**config.mk**
```make
export PLATFORM = sky130hd
export DESIGN_NAME = elevator_plant
export DESIGN_NICKNAME = d
export VERILOG_FILES = /design/src/rtl/elevator_plant_pkg.sv /design/src/rtl/elevator_plant_door.sv /design/src/rtl/elevator_plant.sv
export SDC_FILE = /design/constraint.sdc
export NUM_CORES = 1
export LEC_CHECK = 0
export ABC_AREA = 1
export CAP_MARGIN = 20
export CORE_ASPECT_RATIO = 1.1
export CORE_UTILIZATION = 38
export CTS_CLUSTER_DIAMETER = 200
export CTS_CLUSTER_SIZE = 28
export DETAILED_ROUTE_END_ITERATION = 7
export PLACE_DENSITY = 0.7
export RECOVER_POWER = 25
export SYNTH_ARGS = -nofsm -noshare
export SYNTH_HDL_FRONTEND = slang
export SYNTH_SLANG_ARGS = --single-unit
```
**constraint.sdc**
```tcl
create_clock -name Clk -period 1.6 [get_ports Clk]
set_input_delay 0.24 -clock Clk [delete_from_list [all_inputs] [get_ports Clk]]
set_output_delay 0.24 -clock Clk [all_outputs]
set_load 0.005 [all_outputs]
```
**src/rtl/elevator_plant_pkg.sv**
```systemverilog
// ============================================================================
// elevator_plant_pkg : shared door encodings and floor constants for the plant
// Rev 1.0
// ============================================================================
`default_nettype none

package elevator_plant_pkg;

    localparam int c_NUM_FLOORS = 3;
    localparam int c_FLOOR_0    = 0;
    localparam int c_FLOOR_1    = 1;
    localparam int c_FLOOR_2    = 2;

    typedef enum logic [1:0] {
        DOOR_CLOSED  = 2'd0,
        DOOR_OPENING = 2'd1,
        DOOR_OPEN    = 2'd2,
        DOOR_CLOSING = 2'd3
    } door_state_t;

endpackage

`default_nettype wire

```
**src/rtl/elevator_plant_door.sv**
```systemverilog
// ============================================================================
// elevator_door : cabin door FSM with open/close timer and R completion strobe
// Rev 1.0
// ============================================================================
`default_nettype none

module elevator_door
    import elevator_plant_pkg::*;
#(
    parameter int DOOR_CYCLES = 4
) (
    input  logic        Clk,
    input  logic        Reset,
    input  logic        P,
    input  logic        M,
    input  logic        at_floor,
    output door_state_t o_state,
    output logic        o_r,
    output logic        o_door_closed
);

    localparam int TW = (DOOR_CYCLES > 1) ? $clog2(DOOR_CYCLES) : 1;
    localparam logic [TW-1:0] c_RELOAD = TW'(DOOR_CYCLES - 1);

    door_state_t     r_state, w_state_nxt;
    logic [TW-1:0]   r_timer, w_timer_nxt;
    logic            r_r, w_r_nxt;
    logic            r_door_closed;

    always_ff @(posedge Clk) begin
        if (!Reset) begin
            r_state       <= DOOR_CLOSED;
            r_timer       <= '0;
            r_r           <= 1'b0;
            r_door_closed <= 1'b1;
        end else begin
            r_state       <= w_state_nxt;
            r_timer       <= w_timer_nxt;
            r_r           <= w_r_nxt;
            r_door_closed <= (w_state_nxt == DOOR_CLOSED);
        end
    end

    always_comb begin
        w_state_nxt = r_state;
        w_timer_nxt = r_timer;
        w_r_nxt     = 1'b0;
        case (r_state)
            DOOR_CLOSED: begin
                // Motion has priority over a door request at a floor
                if (P && !M && at_floor) begin
                    w_state_nxt = DOOR_OPENING;
                    w_timer_nxt = c_RELOAD;
                end
            end
            DOOR_OPENING: begin
                if (r_timer == '0) w_state_nxt = DOOR_OPEN;
                else               w_timer_nxt = r_timer - 1'b1;
            end
            DOOR_OPEN: begin
                if (!P) begin
                    w_state_nxt = DOOR_CLOSING;
                    w_timer_nxt = c_RELOAD;
                end
            end
            DOOR_CLOSING: begin
                if (P) begin
                    w_state_nxt = DOOR_OPENING;
                    w_timer_nxt = c_RELOAD;
                end else if (r_timer == '0) begin
                    w_state_nxt = DOOR_CLOSED;
                    w_r_nxt     = 1'b1;
                end else begin
                    w_timer_nxt = r_timer - 1'b1;
                end
            end
            default: w_state_nxt = DOOR_CLOSED;
        endcase
    end

    assign o_state       = r_state;
    assign o_r           = r_r;
    assign o_door_closed = r_door_closed;

endmodule

`default_nettype wire

```
**src/rtl/elevator_plant.sv**
```systemverilog
// ============================================================================
// elevator_plant : 3-floor cabin/shaft model closing the loop for the controller
// Optional macro ELEVATOR_PLANT_FAULT_EN enables the sticky Fault flag. Rev 1.0
// ============================================================================
`default_nettype none

module elevator_plant
    import elevator_plant_pkg::*;
#(
    parameter int TRAVEL_CYCLES = 8,
    parameter int DOOR_CYCLES   = 4,
    parameter int START_FLOOR   = 0
) (
    input  logic       Clk,
    input  logic       Reset,
    input  logic       M,
    input  logic       D,
    input  logic       P,
    output logic       S0,
    output logic       S1,
    output logic       S2,
    output logic       R,
    output logic       DoorClosed,
    output logic [1:0] Floor,
    output logic       Fault
);

    localparam int POS_W = $clog2(2*TRAVEL_CYCLES + 1);
    localparam logic [POS_W-1:0]        c_POS_MAX  = POS_W'(2*TRAVEL_CYCLES);
    localparam logic [POS_W-1:0]        c_POS_RST  = POS_W'(START_FLOOR*TRAVEL_CYCLES);
    localparam logic [c_NUM_FLOORS-1:0] c_SENS_RST = c_NUM_FLOORS'(1) << START_FLOOR;

    logic [POS_W-1:0]        r_pos, w_pos_nxt;
    logic [c_NUM_FLOORS-1:0] r_sens, w_sens_nxt;
    logic [1:0]              r_floor, w_floor_nxt;
    door_state_t             w_door_state;
    logic                    w_move;

    elevator_door #(
        .DOOR_CYCLES (DOOR_CYCLES)
    ) u_door (
        .Clk           (Clk),
        .Reset         (Reset),
        .P             (P),
        .M             (M),
        .at_floor      (|r_sens),
        .o_state       (w_door_state),
        .o_r           (R),
        .o_door_closed (DoorClosed)
    );

    // Motor only acts with the door closed; the shaft ends clamp, never wrap
    assign w_move = M && (w_door_state == DOOR_CLOSED);

    always_comb begin
        w_pos_nxt = r_pos;
        if (w_move) begin
            if (D && (r_pos != c_POS_MAX))  w_pos_nxt = r_pos + 1'b1;
            else if (!D && (r_pos != '0))   w_pos_nxt = r_pos - 1'b1;
        end
    end

    always_comb begin
        w_sens_nxt  = '0;
        w_floor_nxt = r_floor;
        for (int k = 0; k < c_NUM_FLOORS; k++) begin
            if (w_pos_nxt == POS_W'(k*TRAVEL_CYCLES)) begin
                w_sens_nxt[k] = 1'b1;
                w_floor_nxt   = 2'(k);
            end
        end
    end

    always_ff @(posedge Clk) begin
        if (!Reset) begin
            r_pos   <= c_POS_RST;
            r_sens  <= c_SENS_RST;
            r_floor <= 2'(START_FLOOR);
        end else begin
            r_pos   <= w_pos_nxt;
            r_sens  <= w_sens_nxt;
            r_floor <= w_floor_nxt;
        end
    end

    assign S0    = r_sens[c_FLOOR_0];
    assign S1    = r_sens[c_FLOOR_1];
    assign S2    = r_sens[c_FLOOR_2];
    assign Floor = r_floor;

`ifdef ELEVATOR_PLANT_FAULT_EN
    logic r_fault;
    logic w_fault_interlock;
    logic w_fault_overtravel;

    assign w_fault_interlock  = M && (w_door_state != DOOR_CLOSED);
    assign w_fault_overtravel = M && (((r_pos == '0) && !D) || ((r_pos == c_POS_MAX) && D));

    always_ff @(posedge Clk) begin
        if (!Reset) begin
            r_fault <= 1'b0;
        end else if (w_fault_interlock || w_fault_overtravel) begin
            r_fault <= 1'b1;
            if (!r_fault)
                $display("%0t elevator_plant: Fault set, cause=%s", $time,
                         w_fault_interlock ? "door interlock" : "end-stop overtravel");
        end
    end

    assign Fault = r_fault;
`else
    assign Fault = 1'b0;
`endif

endmodule

`default_nettype wire

```
Word-level counts from Yosys, hierarchy flattened
Cells that the tools add are included.
{"block": "word_totals", "elab_cells": 60, "out_inout_bits": 8, "register_bits": 16}
{"block": "classes", "n_eq_ne": 8, "muxes": 21, "bitwise_logic": 2, "n_reduce_logical": 18, "addsub": 3}
{"cell": "two-way mux 2 bit", "count": 12}
{"cell": "case mux 2 bit (4 select lines)", "count": 2}
{"cell": "two-way mux 5 bit", "count": 3}
{"cell": "logical NOT 2 bit", "count": 3}
{"cell": "OR reduction 3 bit", "count": 2}
{"cell": "adder 5 x 1 -> 5 bit, second input constant", "count": 1}
{"cell": "== test 5 x 4 -> 1 bit, second input constant", "count": 1}
{"cell": "== test 5 bit, second input constant", "count": 1}
{"cell": "logical AND 1 bit", "count": 5}
{"cell": "logical NOT 5 bit", "count": 1}
{"cell": "inequality test 5 bit, second input constant", "count": 1}
{"cell": "nonzero test 5 bit", "count": 1}
{"cell": "subtractor 5 x 1 -> 5 bit, second input constant", "count": 1}
{"cell": "== test 2 bit, second input constant", "count": 2}
{"cell": "two-way mux 1 bit", "count": 4}
{"cell": "nonzero test 3 bit", "count": 1}
{"cell": "== test 2 x 1 -> 1 bit, second input constant", "count": 1}
{"cell": "logical NOT 1 bit", "count": 2}
{"cell": "inequality test 2 x 1 -> 1 bit, second input constant", "count": 1}
{"cell": "inequality test 2 bit, second input constant", "count": 1}
{"cell": "inverter 1 bit", "count": 2}
{"cell": "AND reduction 2 bit", "count": 1}
{"cell": "nonzero test 2 bit", "count": 1}
{"cell": "OR reduction 2 bit", "count": 1}
{"cell": "subtractor 2 x 1 -> 2 bit, second input constant", "count": 1}

Depth between registers and ports, before layout
{"block": "depth", "word_depth": 9, "mapped_depth": 13, "ltp_nobuf": 13}

Hierarchy
From an unflattened synthesis, not the netlist that was laid out.
{"block": "unflattened", "cells_unflattened": 161, "area_unflattened_um2": 1023.5}
{"mod": "elevator_plant", "cells_per_inst": 107, "n_inst": 1, "seq_area_each_um2": 200.2, "area_per_inst_um2": 658.1}
{"mod": "elevator_door", "cells_per_inst": 54, "n_inst": 1, "seq_area_each_um2": 120.1, "area_per_inst_um2": 365.4}

Worst setup path after synthesis
No wires, ideal clock.
{"block": "synth_timing", "path_kind": "register to register", "from": "register r_pos[0]", "to": "register r_floor[0] (netlist: Floor[0])", "path_stages_with_launch": 13, "slack_ns": 0.091, "synth_period_minus_slack_ns": 1.509, "t_arrival_ns": 1.400, "setup_time_ns": 0.110, "path_buffers": 0, "path_cell_list": "dfxtp_1 > inv_1 > ha_1 > nand2_1 > nand2_1 > nand3_1 > nand2_1 > nand2_1 > o21ai_1 > nor2_4 > nand3b_1 > nand2_1 > nor2_2"}
{"block": "synth_via", "elab_chain_len": 7}
{"element": "from (decl)", "line_no": "elevator_plant.sv:33", "source": "logic [POS_W-1:0] r_pos, w_pos_nxt;"}
{"element": "from (signal assigned)", "line_no": "elevator_plant.sv:76", "source": "r_pos <= c_POS_RST;"}
{"element": "from (signal assigned)", "line_no": "elevator_plant.sv:80", "source": "r_pos <= w_pos_nxt;"}
{"element": "parallel branches: the longest is 4 deep, another holds subtractor 5 x 1 -> 5 bit"}
{"element": "two-way mux 5 bit (*)", "line_no": "elevator_plant.sv:57", "source": "if (w_move) begin"}
{"element": "== test 5 x 4 -> 1 bit, or another cell as far along", "line_no": "elevator_plant.sv:67", "source": "if (w_pos_nxt == POS_W'(k*TRAVEL_CYCLES)) begin"}
{"element": "two-way mux 2 bit, or another cell as far along", "line_no": "elevator_plant.sv:67"}
{"element": "to (signal assigned)", "line_no": "elevator_plant.sv:78", "source": "r_floor <= 2'(START_FLOOR);"}
{"element": "to (signal assigned)", "line_no": "elevator_plant.sv:82", "source": "r_floor <= w_floor_nxt;"}
{"element": "to (decl)", "line_no": "elevator_plant.sv:35", "source": "logic [1:0] r_floor, w_floor_nxt;"}
Mark *: on every way between the ends.
A chain may end at the register's enable or synchronous reset.

Final worst setup path
{"block": "layout_timing", "from": "register r_pos[1]", "to": "register r_floor[0] (netlist: Floor[0])"}
Same word-level chain as after synthesis.

==> flow_summary.ini <==
[clock_network]
cts_tree = built
cts_root_buffer = clkbuf_4
cts_inserted_buffers = 3
hold_buffers = 0
h-tree-depth = 1
path_clk_slew_ns = 0.09
clock_latency_ns = 0.29
clock-sinks = 16
cts_buffer_depth = 2

[sta]
final_max_slew_viol_count = 0
fin_skew_ns = 0.00233
fin_setup_tns_ns = 0
fin_crit_sh_pct = 98.1
hold_viol = 0
grt_setup_unrepaired = true
fmax_mhz = 637
worstMarginPinSlew_ns = 0.497
slew_headroom_pct = 66.0
setup_violations = 0
period_minus_slack_ns = 1.57

[floorplanning]
ios = 13
die_area_mm2 = 0.00270
core_mm2 = 0.00230
die_h_um = 54.4
die_w_um = 49.6
floorplan.rows = 18
start_util_pct = 41.2

[global_route]
grt_pass1_wl_um = 3250
grt_max_degree = 11
grt_usage_pct = 16.1
antenna_found_initial = 0
grt_pass1_vias = 801
grt_overflow = 0

[logic_synthesis]
syn_nets = 147
yosysWarnings = 0
avgSynthCellArea_um2 = 6.77
synth_edf_count = 0
synthFlopType = dfxtp_1
synth_cells = 140
synth_area_um2 = 947
ys_ff_latch = 16
ys_async_sr_fraction_pct = 0
ys_types = 26
yosysSeqAreaShare_pct = 33.8

[power_and_ir_drop]
power_w = 0.00142
vdd_drop_max_v = 0.000883
leakage_nw = 0.597
power_density_mw_per_mm2 = 1130

[min_path]
min_from = u_door.r_timer[1]$_SDFFE_PN0P_
hp-class = reg2reg

[cells_and_area]
layout_commonest_cell = nand2_1
diodes = 0
drive_gt1_share_pct = 30.5
n_fill_cell = 233
areaGrowthSynthToFinish_pct = 32.4
fin_nets = 175
final_cell_mix = nand2_1 (34), inv_1 (15), dfxtp_1 (13), buf_4 (13)

[route]
route.detailed.drc = 0
first_pass_iters = 4
wl_um = 2040
wl_per_cell_um = 10.4
ant_nets = 0
drt_iter0_drc = 20
post_drt_via_cell_ratio = 4.82
vias = 950

[flow_run]
drv_cap = 0

[worst_setup_path]
required_ns = 1.80
arrival_ns = 1.77
rr_startpoint = r_pos[1]$_SDFF_PN0_
critPathMaxFanout = 4
startpoint_type = register
worstSetupEndpointType = register
crit_type = reg2reg
startpoint = r_pos[1]$_SDFF_PN0_

[placed_design]
io_buffers = 11
dp_hpwl_um = 1550
gp_congestion = 0.884

[outcome]
status = finished clean
## metal layers
metal,up-vias,global-route usage (%),part of all wire (%)
met4,0,8.57,2.6
met5,-,0,0
met2,25,29.5,49
met1,431,18.0,44
met3,7,2.78,3.8
li1,487,-,-
## cells in the mapped netlist, types with 2 or more instances
master / instances / area share (%)
nand3_1: 10 / 5.3
nor2_1: 12 / 4.8
inv_1: 19 / 7.5
a21oi_1: 6 / 3.2
dfxtp_1: 16 / 34
ha_1: 2 / 2.6
o21ai_0: 2 / 1.1
nor3_1: 2 / 1.1
inv_2: 4 / 1.6
nand3_2: 3 / 3.2
nand2_1: 38 / 15
nand4_1: 2 / 1.3
nor2_4: 2 / 2.4
o21ai_1: 2 / 1.1
nand2_2: 9 / 5.9
## registers in the layout (all words and copies together) (netlist names)
name,cells
r_sens,3
r_pos,5
u_door.r_timer,2
u_door.o_state,2
u_door.o_r,1
Floor,2
u_door.o_door_closed,1
## where the power goes
part	switching, W	internal (W)
combinational	0.000339	0.000293
sequential	0.0000540	0.000463
clock	0.000127	0.000139
## area by class of cell
type	instances	area (µm²)	share of cell area, %
well taps	30	37.5	2.99
inverters	24	90.1	7.19
flip-flops and latches	16	324	25.8
multi-input cells	98	554	44.2
clock buffers	4	36.3	2.89
repair buffers	25	211	16.9
## final timing paths
check,slack (ns),depth (start not counted),endpoint
hold / removal,0.49,2,u_door.r_timer[1]$_SDFFE_PN0P_
hold reg to reg,0.49,2,u_door.r_timer[1]$_SDFFE_PN0P_
setup reg to reg,0.03,13,Floor[0]$_SDFFE_PP0P_
setup / recovery,0.03,13,Floor[0]$_SDFFE_PP0P_
## repair_timing
item / in CTS / in global routing
endpoints found under the setup margin: 3 / 6
gates resized for setup: 3 / 14
setup buffers: 0 / 2
pin swaps: 0 / 11
## worst max-delay path, cell delays in order, from the launching register on
cell and delay (ns):
dfxtp_2 0.37, inv_2 0.06, ha_4 0.18, nand3_4 0.09, nand2_4 0.07, buf_4 0.14, nand2_1 0.05, nand3_1 0.07
nand2_2 0.08, nand2_1 0.06, inv_2 0.07, nand3b_1 0.10, nand2_1 0.09, nor2_2 0.03
## kinds of logic (layout without fill, tap and decap cells)
kind of cell             after synthesis  after routing  share of synthesized area, %
other                                  1              1                         0.396
adder cells (fa/ha/maj)                2              2                          2.64
XOR/XNOR                               1              1                         0.925
flip-flops                            16             16                          33.8
buffers and inverters                 26             53                          11.5
AND/OR/NAND/NOR                       82             82                          43.2
AO/OA/AOI/OAI                         12             12                          7.53
## metrics by stage
step	std cells	hold WS, ns	setup slack [ns]	cell area, µm²	utilization (%)
finish	197	0.489	0.0311	1250	54.6
global route	197	0.510	-0.0858	1250	54.6
CTS	195	0.490	0.00171	1210	52.7
detailed placement	191	0.473	-0.126	1170	50.8
global placement	191	0.462	-0.0759	1170	50.8
floorplan	140	0.318	0.0905	947	-
(Power assumes the default switching activity.)
